[config.mk]
export PLATFORM = sky130hd
export DESIGN_NAME = mux_scan_n
export DESIGN_NICKNAME = d
export VERILOG_FILES = /design/src/rtl/mux_scan_n.sv
export SDC_FILE = /design/constraint.sdc
export NUM_CORES = 1
export LEC_CHECK = 0
export CELL_PAD_IN_SITES_DETAIL_PLACEMENT = 1
export CELL_PAD_IN_SITES_GLOBAL_PLACEMENT = 2
export CORE_MARGIN = 1
export CORE_UTILIZATION = 26
export DETAILED_ROUTE_END_ITERATION = 12
export PLACE_DENSITY_LB_ADDON = 0.1
export SLEW_MARGIN = 20
export SYNTH_ARGS = -nofsm -noshare
export SYNTH_HDL_FRONTEND = slang
export SYNTH_SLANG_ARGS = --single-unit
[constraint.sdc]
create_clock -name clk -period 4.17 [get_ports clk]
set_input_delay 0.834 -clock clk [delete_from_list [all_inputs] [get_ports clk]]
set_output_delay 0.834 -clock clk [all_outputs]
set_load 0.1 [all_outputs]
[src/rtl/mux_scan_n.sv]
// N-channel, W-bit registered multiplexer with manual select and round-robin auto-scan.
// Define MUX_SCAN_MASK_EN to add the per-channel enable mask port ena_mask.
module mux_scan_n #(
  parameter  int N     = 8,
  parameter  int W     = 1,
  parameter  int DWELL = 1,
  localparam int SELW  = $clog2(N)
) (
  input  logic            clk,
  input  logic            rstn,
  input  logic [N*W-1:0]  d,
  input  logic [SELW-1:0] sel,
  input  logic            auto,
  input  logic            hold,
`ifdef MUX_SCAN_MASK_EN
  input  logic [N-1:0]    ena_mask,
`endif
  output logic [W-1:0]    o,
  output logic [SELW-1:0] ch,
  output logic            stb
);

  localparam int CW = $clog2(DWELL) + 1;

  typedef enum logic {MAN, SCAN} state_e;

  state_e          state_q;
  logic [CW-1:0]   cnt_q, cnt_d, cntCur;
  logic [SELW-1:0] ch_q, nxt_d, adv, cand, srcCh;
  logic [W-1:0]    o_q, o_d;
  logic            stb_q;
  logic            advFound;
  logic [N-1:0]    en;

`ifdef MUX_SCAN_MASK_EN
  assign en = ena_mask;
`else
  assign en = '1;
`endif

  // Next enabled channel in wrap order, searching at most N-1 steps past ch.
  always_comb begin
    adv      = ch_q;
    advFound = 1'b0;
    cand     = ch_q;
    for (int i = 1; i < N; i++) begin
      cand = (cand == SELW'(N - 1)) ? '0 : cand + SELW'(1);
      if (!advFound && en[cand]) begin
        adv      = cand;
        advFound = 1'b1;
      end
    end
  end

  always_comb begin
    nxt_d  = ch_q;
    cnt_d  = cnt_q;
    cntCur = (state_q == SCAN) ? cnt_q : '0;
    if (auto) begin
      if (cntCur == CW'(DWELL - 1)) begin
        cnt_d = '0;
        nxt_d = adv;
      end else begin
        cnt_d = cntCur + CW'(1);
      end
    end else begin
      cnt_d = '0;
      if (int'(sel) < N) begin
        nxt_d = sel;
      end
    end
  end

  // While held, o keeps following the live data of the frozen channel.
  assign srcCh = hold ? ch_q : nxt_d;

  always_comb begin
    o_d = '0;
    for (int k = 0; k < N; k++) begin
      if (SELW'(k) == srcCh && en[k]) begin
        o_d = d[k*W +: W];
      end
    end
  end

  always_ff @(posedge clk or negedge rstn) begin
    if (!rstn) begin
      state_q <= MAN;
      cnt_q   <= '0;
      ch_q    <= '0;
      o_q     <= '0;
      stb_q   <= 1'b0;
    end else if (hold) begin
      o_q   <= o_d;
      stb_q <= 1'b0;
    end else begin
      state_q <= auto ? SCAN : MAN;
      cnt_q   <= cnt_d;
      ch_q    <= nxt_d;
      o_q     <= o_d;
      stb_q   <= (nxt_d != ch_q);
    end
  end

  assign o   = o_q;
  assign ch  = ch_q;
  assign stb = stb_q;

endmodule

======== Word level (Yosys, flattened, before mapping) ========
Memory sizes are Yosys's and may differ from the RTL's.
Cells that the tools add are included.
cells by class
  multiplexer cells ....................... 43
  order comparisons ....................... 7
  reduce and logical (&&, ||, !) cells .... 13
  add/sub/neg operators ................... 8
  eq/ne operators ......................... 15
operators by type and width
  operator                                                                      count
  3-bit 2-to-1 mux                                                              17
  3-bit by 4-bit less-than comparator with 1-bit output, second input constant  7
  1-bit 2-to-1 mux                                                              26
  3-bit by 1-bit adder with 3-bit output, second input constant                 7
  3-bit equality test, second input constant                                    7
  3-bit equality test, first input constant                                     4
  2-bit by 3-bit equality test with 1-bit output, first input constant          2
  1-bit logical AND                                                             6
  1-bit logical NOT                                                             6
  1-bit by 3-bit equality test with 1-bit output, first input constant          1
  3-bit logical NOT                                                             1
  3-bit inequality test                                                         1
  1-bit adder, second input constant                                            1
word-level totals
  memories kept ........................... 7
  output and inout port bits .............. 5
  word-level logic and storage cells ...... 98
  memory bits (read-only) ................. 56
  bits in registers ....................... 7
memory list
  name             depth  width  rd ports  clocked after Yosys merged registers in  write ports  RTL line  source
  (no name shown)  8      1      1         0                                        0            48        if (!advFound && en[cand]) begin
  (no name shown)  8      1      1         0                                        0            48
  (no name shown)  8      1      1         0                                        0            48
  (no name shown)  8      1      1         0                                        0            48
  (no name shown)  8      1      1         0                                        0            48
  (no name shown)  8      1      1         0                                        0            48
  1 more memories  -      -      -         -                                        -            -

======== Depth between registers and ports, before layout ========
  depth after elaboration ................. 35
  gate-level depth with buffers ........... 7
  mapped depth without buffers ............ 7

======== Least setup slack after synthesis ========
No wires, ideal clock.
  path kind ............................... register to register
  start point ............................. register ch_q[1], in the netlist ch[1]
  end point ............................... register o_q, in the netlist o
  setup time .............................. 0.124 ns
  clock period less this slack ............ 2.640 ns
  data arrival time ....................... 2.516 ns
  slack ................................... 1.530 ns
  data required time ...................... 4.046 ns
  stages on the path, launching flop included .. 8
  cells stage by stage .................... dfrtp_1 ha_1 ha_1 nor2_1 mux2_2 a221oi_1 a21oi_1 a211o_1
on the way
  cells in the longest elaborated chain, start to end .. 35
  elaborated cells between the ends (all ways) .. 79
  classes of those cells .................. add/sub: 7; eq/ne: 14; mux: 38; reduce/logical: 13; memory: 7
RTL lines
  element                                                                                          RTL line  source
  start: declaration                                                                               29        logic [SELW-1:0] ch_q, nxt_d, adv, cand, srcCh;
  start signal: assignment                                                                         99        ch_q <= nxt_d;
  parallel branches: the longest is 25 deep, another holds 3-bit by 1-bit adder with 3-bit output  -
  3-bit 2-to-1 mux *                                                                               -
  3-bit logical NOT                                                                                80        if (SELW'(k) == srcCh && en[k]) begin
  1-bit 2-to-1 mux (7 in a row)                                                                    80
  1-bit 2-to-1 mux *                                                                               80
  named net o_d                                                                                    30        logic [W-1:0] o_q, o_d;
  end signal: assignment                                                                           91        o_q <= '0;
  end signal: assignment                                                                           94        o_q <= o_d;
  end signal: assignment                                                                           100       o_q <= o_d;
  end: declaration                                                                                 30
Mark *: on every way through the listed nets, which the timed path passes. The select of a mux whose other input is x is not followed.
A chain may end at the register's enable or synchronous reset.

======== Final worst setup path ========
  start point ............................. register ch_q[0], in the netlist ch[0]
  end point ............................... output ch[0]
RTL lines
  element           RTL line  source
  end: declaration  19        output logic [SELW-1:0] ch,
No word-level cell between the ends.

==> metrics.cfg <==
[outcome]
status = complete, no violations

[synthesis]
netlist_instances = 53
synth-compound-area-share = 0.192
synth_area_um2 = 527
yosysTopAreaCell = dfrtp_1
synth_warnings = 0
ys_types = 26
synth_xor_area_frac = 0.0499
yosys.area_share.simple = 0.105
yosys.area_share.adder = 0.0475
synthMuxAreaShare = 0.335
yosys-top-cells-area = dfrtp_1 24%, mux2_2 15%, mux2_4 8.6%, mux2i_1 5.7%, a22oi_1 5.7%
synth_seq_cells = 5
synth_top_family_by_area = multiplexers
syn_avg_cell_area_um2 = 9.94
syn_nets = 70
synth_top_area_share = 0.238
seq_area_frac_synth = 0.238

[placed_design]
dp_hpwl_um = 1100
place_congestion = 0.723
io_buffers = 19
placedCellCount = 94

[clocking]
h-tree-depth = 1
insertion_delay_ns = 0.24
cts_num_sinks = 5
clockBufferDepth = 2
cts_root_buf = clkbuf_4
cts_resized = 0
cts_buffers = 3
tritoncts = yes
cts_hold_buffers = 0
clkSlewWorstSetupHoldPaths_ns = 0.05
cts_setup_buffers = 0

[sta]
setup_viol = 0
min_period_over_period = 0.685
finalSetupTns_ns = 0
timing.fmax_mhz = 350
slew_headroom = 0.348
hold_violations = 0
rsz0062_at_grt = false
drv_slew = 0
skew_ns = 0.00692
min_period_ns = 2.86
tightestPinTransition_ns = 0.974

[floorplan]
start_util = 0.289
core_um2 = 1820
die_w_um = 47.0
dieArea_um2 = 2210
die_y_um = 47.0
ios = 20
core.rowCount = 15

[detailed_routing]
drt-total-wl_um = 1410
remaining_drc_errors = 0
drtPass1Iterations = 4
vias = 483
first_iter_violations = 3
antenna_left = 0
viasPerCell = 4.93
avgRoutedWirePerCell_um = 14.4

[final_layout]
nets = 91
final_cell_mix = 19 x clkdlybuf4s50_1, 7 x mux2_2, 5 x dfrtp_1
layout.cells.most_common = clkdlybuf4s50_1
multi_input_area_um2 = 384
fillers = 219
finalNonFillerCells = 98
drive_gt1_frac = 0.192
seq_area_um2 = 125
syn2layout_area_growth_pct = 44.4
antenna_cells = 0

[global_routing]
antenna_found_initial = 0
grt_usage = 0.150
grt_pass1_wl_um = 2280
grt_max_degree = 14
overflow = 0
grt_pass1_vias = 503

[power]
vdd_drop_max_v = 0.000433
p_leak_nw = 0.306
pwr_density_cell_nw_per_um2 = 577

[worst_setup_path]
worst-path-buf-inv = 1
cp_top_family = buffers and inverters
arrival_ns = 2.02
path_class = flip-flop to output port
cpPeakStageDelay_ns = 1.21
crit_fanout = 10
cp.required_ns = 3.34
start_kind = flip-flop
path_cells = clkdlybuf4s50_1
worst_setup_path_end_kind = output port
slowest_stage = clkdlybuf4s50_1

[flow_run]
cap_violations = 0

[hold_path]
hp-class = flip-flop to flip-flop

==> layout make-up <==
class / instances / share of cell area
inverters: 1 / 0.00493
clock buffers: 4 / 0.0345
flip-flops and latches: 5 / 0.164
repair buffers: 19 / 0.250
multi-input cells: 44 / 0.505
well taps: 25 / 0.0411
==> registers in the layout, summed over array words and instances, names as in the netlist <==
signal and count:
ch 3, o 1, stb 1
==> power breakdown <==
| part | switching (W) | leakage (nW) | internal (W) |
|---|---|---|---|
| Combinational | 0.000190 | 0.232 | 0.000111 |
| Sequential | 0.0000189 | 0.0590 | 0.0000645 |
| Clock | 0.0000186 | 0.0150 | 0.0000361 |
==> Yosys cell counts <==
master     count
clkbuf_1       1
dfrtp_1        5
nor2_1         3
ha_1           2
a31oi_1        2
nor4_1         1
nand2_1        3
a21oi_1        1
a22oi_1        4
nand3_1        1
buf_2          2
nand3b_1       1
o2bb2ai_1      1
mux2_4         3
mux2i_1        3
xnor2_1        2
a211o_1        1
a2bb2oi_1      1
a221oi_1       2
inv_1          1
o21ai_0        2
and3_1         1
nor3b_1        1
xor2_1         1
mux2i_4        1
mux2_2         7
==> logic make-up after synthesis <==
kind of cell | after synthesis
DFF | 5
xor gates and xnor gates | 3
AOI/OAI and AO/OA | 14
and+or+nand+nor | 11
muxes | 14
buffers and inverters | 4
adders and majority gates | 2
==> through the flow <==
step                 util  hold WS, ns  area [um2]  total power [W]  worst slack (ns)
finish              0.418        0.637         761         0.000439              1.31
global route        0.418        0.668         761         0.000468              1.21
CTS                 0.418        0.642         761         0.000446              1.28
detailed placement  0.403        0.631         734         0.000387              1.11
global placement    0.403        0.637         734         0.000387              1.17
floorplan               -        0.538         527         0.000313              1.53
==> per-layer routing <==
layer | global-route usage | wire length (um) | part of all wire
met2 | 0.222 | 657 | 0.46
met1 | 0.221 | 718 | 0.51
met5 | 0 | 0 | 0
met4 | 0.0171 | 0 | 0
met3 | 0.0462 | 37 | 0.026
==> final timing paths <==
path	from	endpoint	slack (ns)	depth (start not counted)
max reg2reg	ch[0]	o	1.67	7
max	ch[0]	ch[0]	1.31	1
min reg2reg	ch[2]	ch[2]	0.64	2
min	ch[2]	ch[2]	0.64	2
max in group asynchronous	rstn	stb	3.17	1
min in group asynchronous	rstn	ch[2]	0.81	1
No activity file was read; power rests on OpenSTA's default activity.
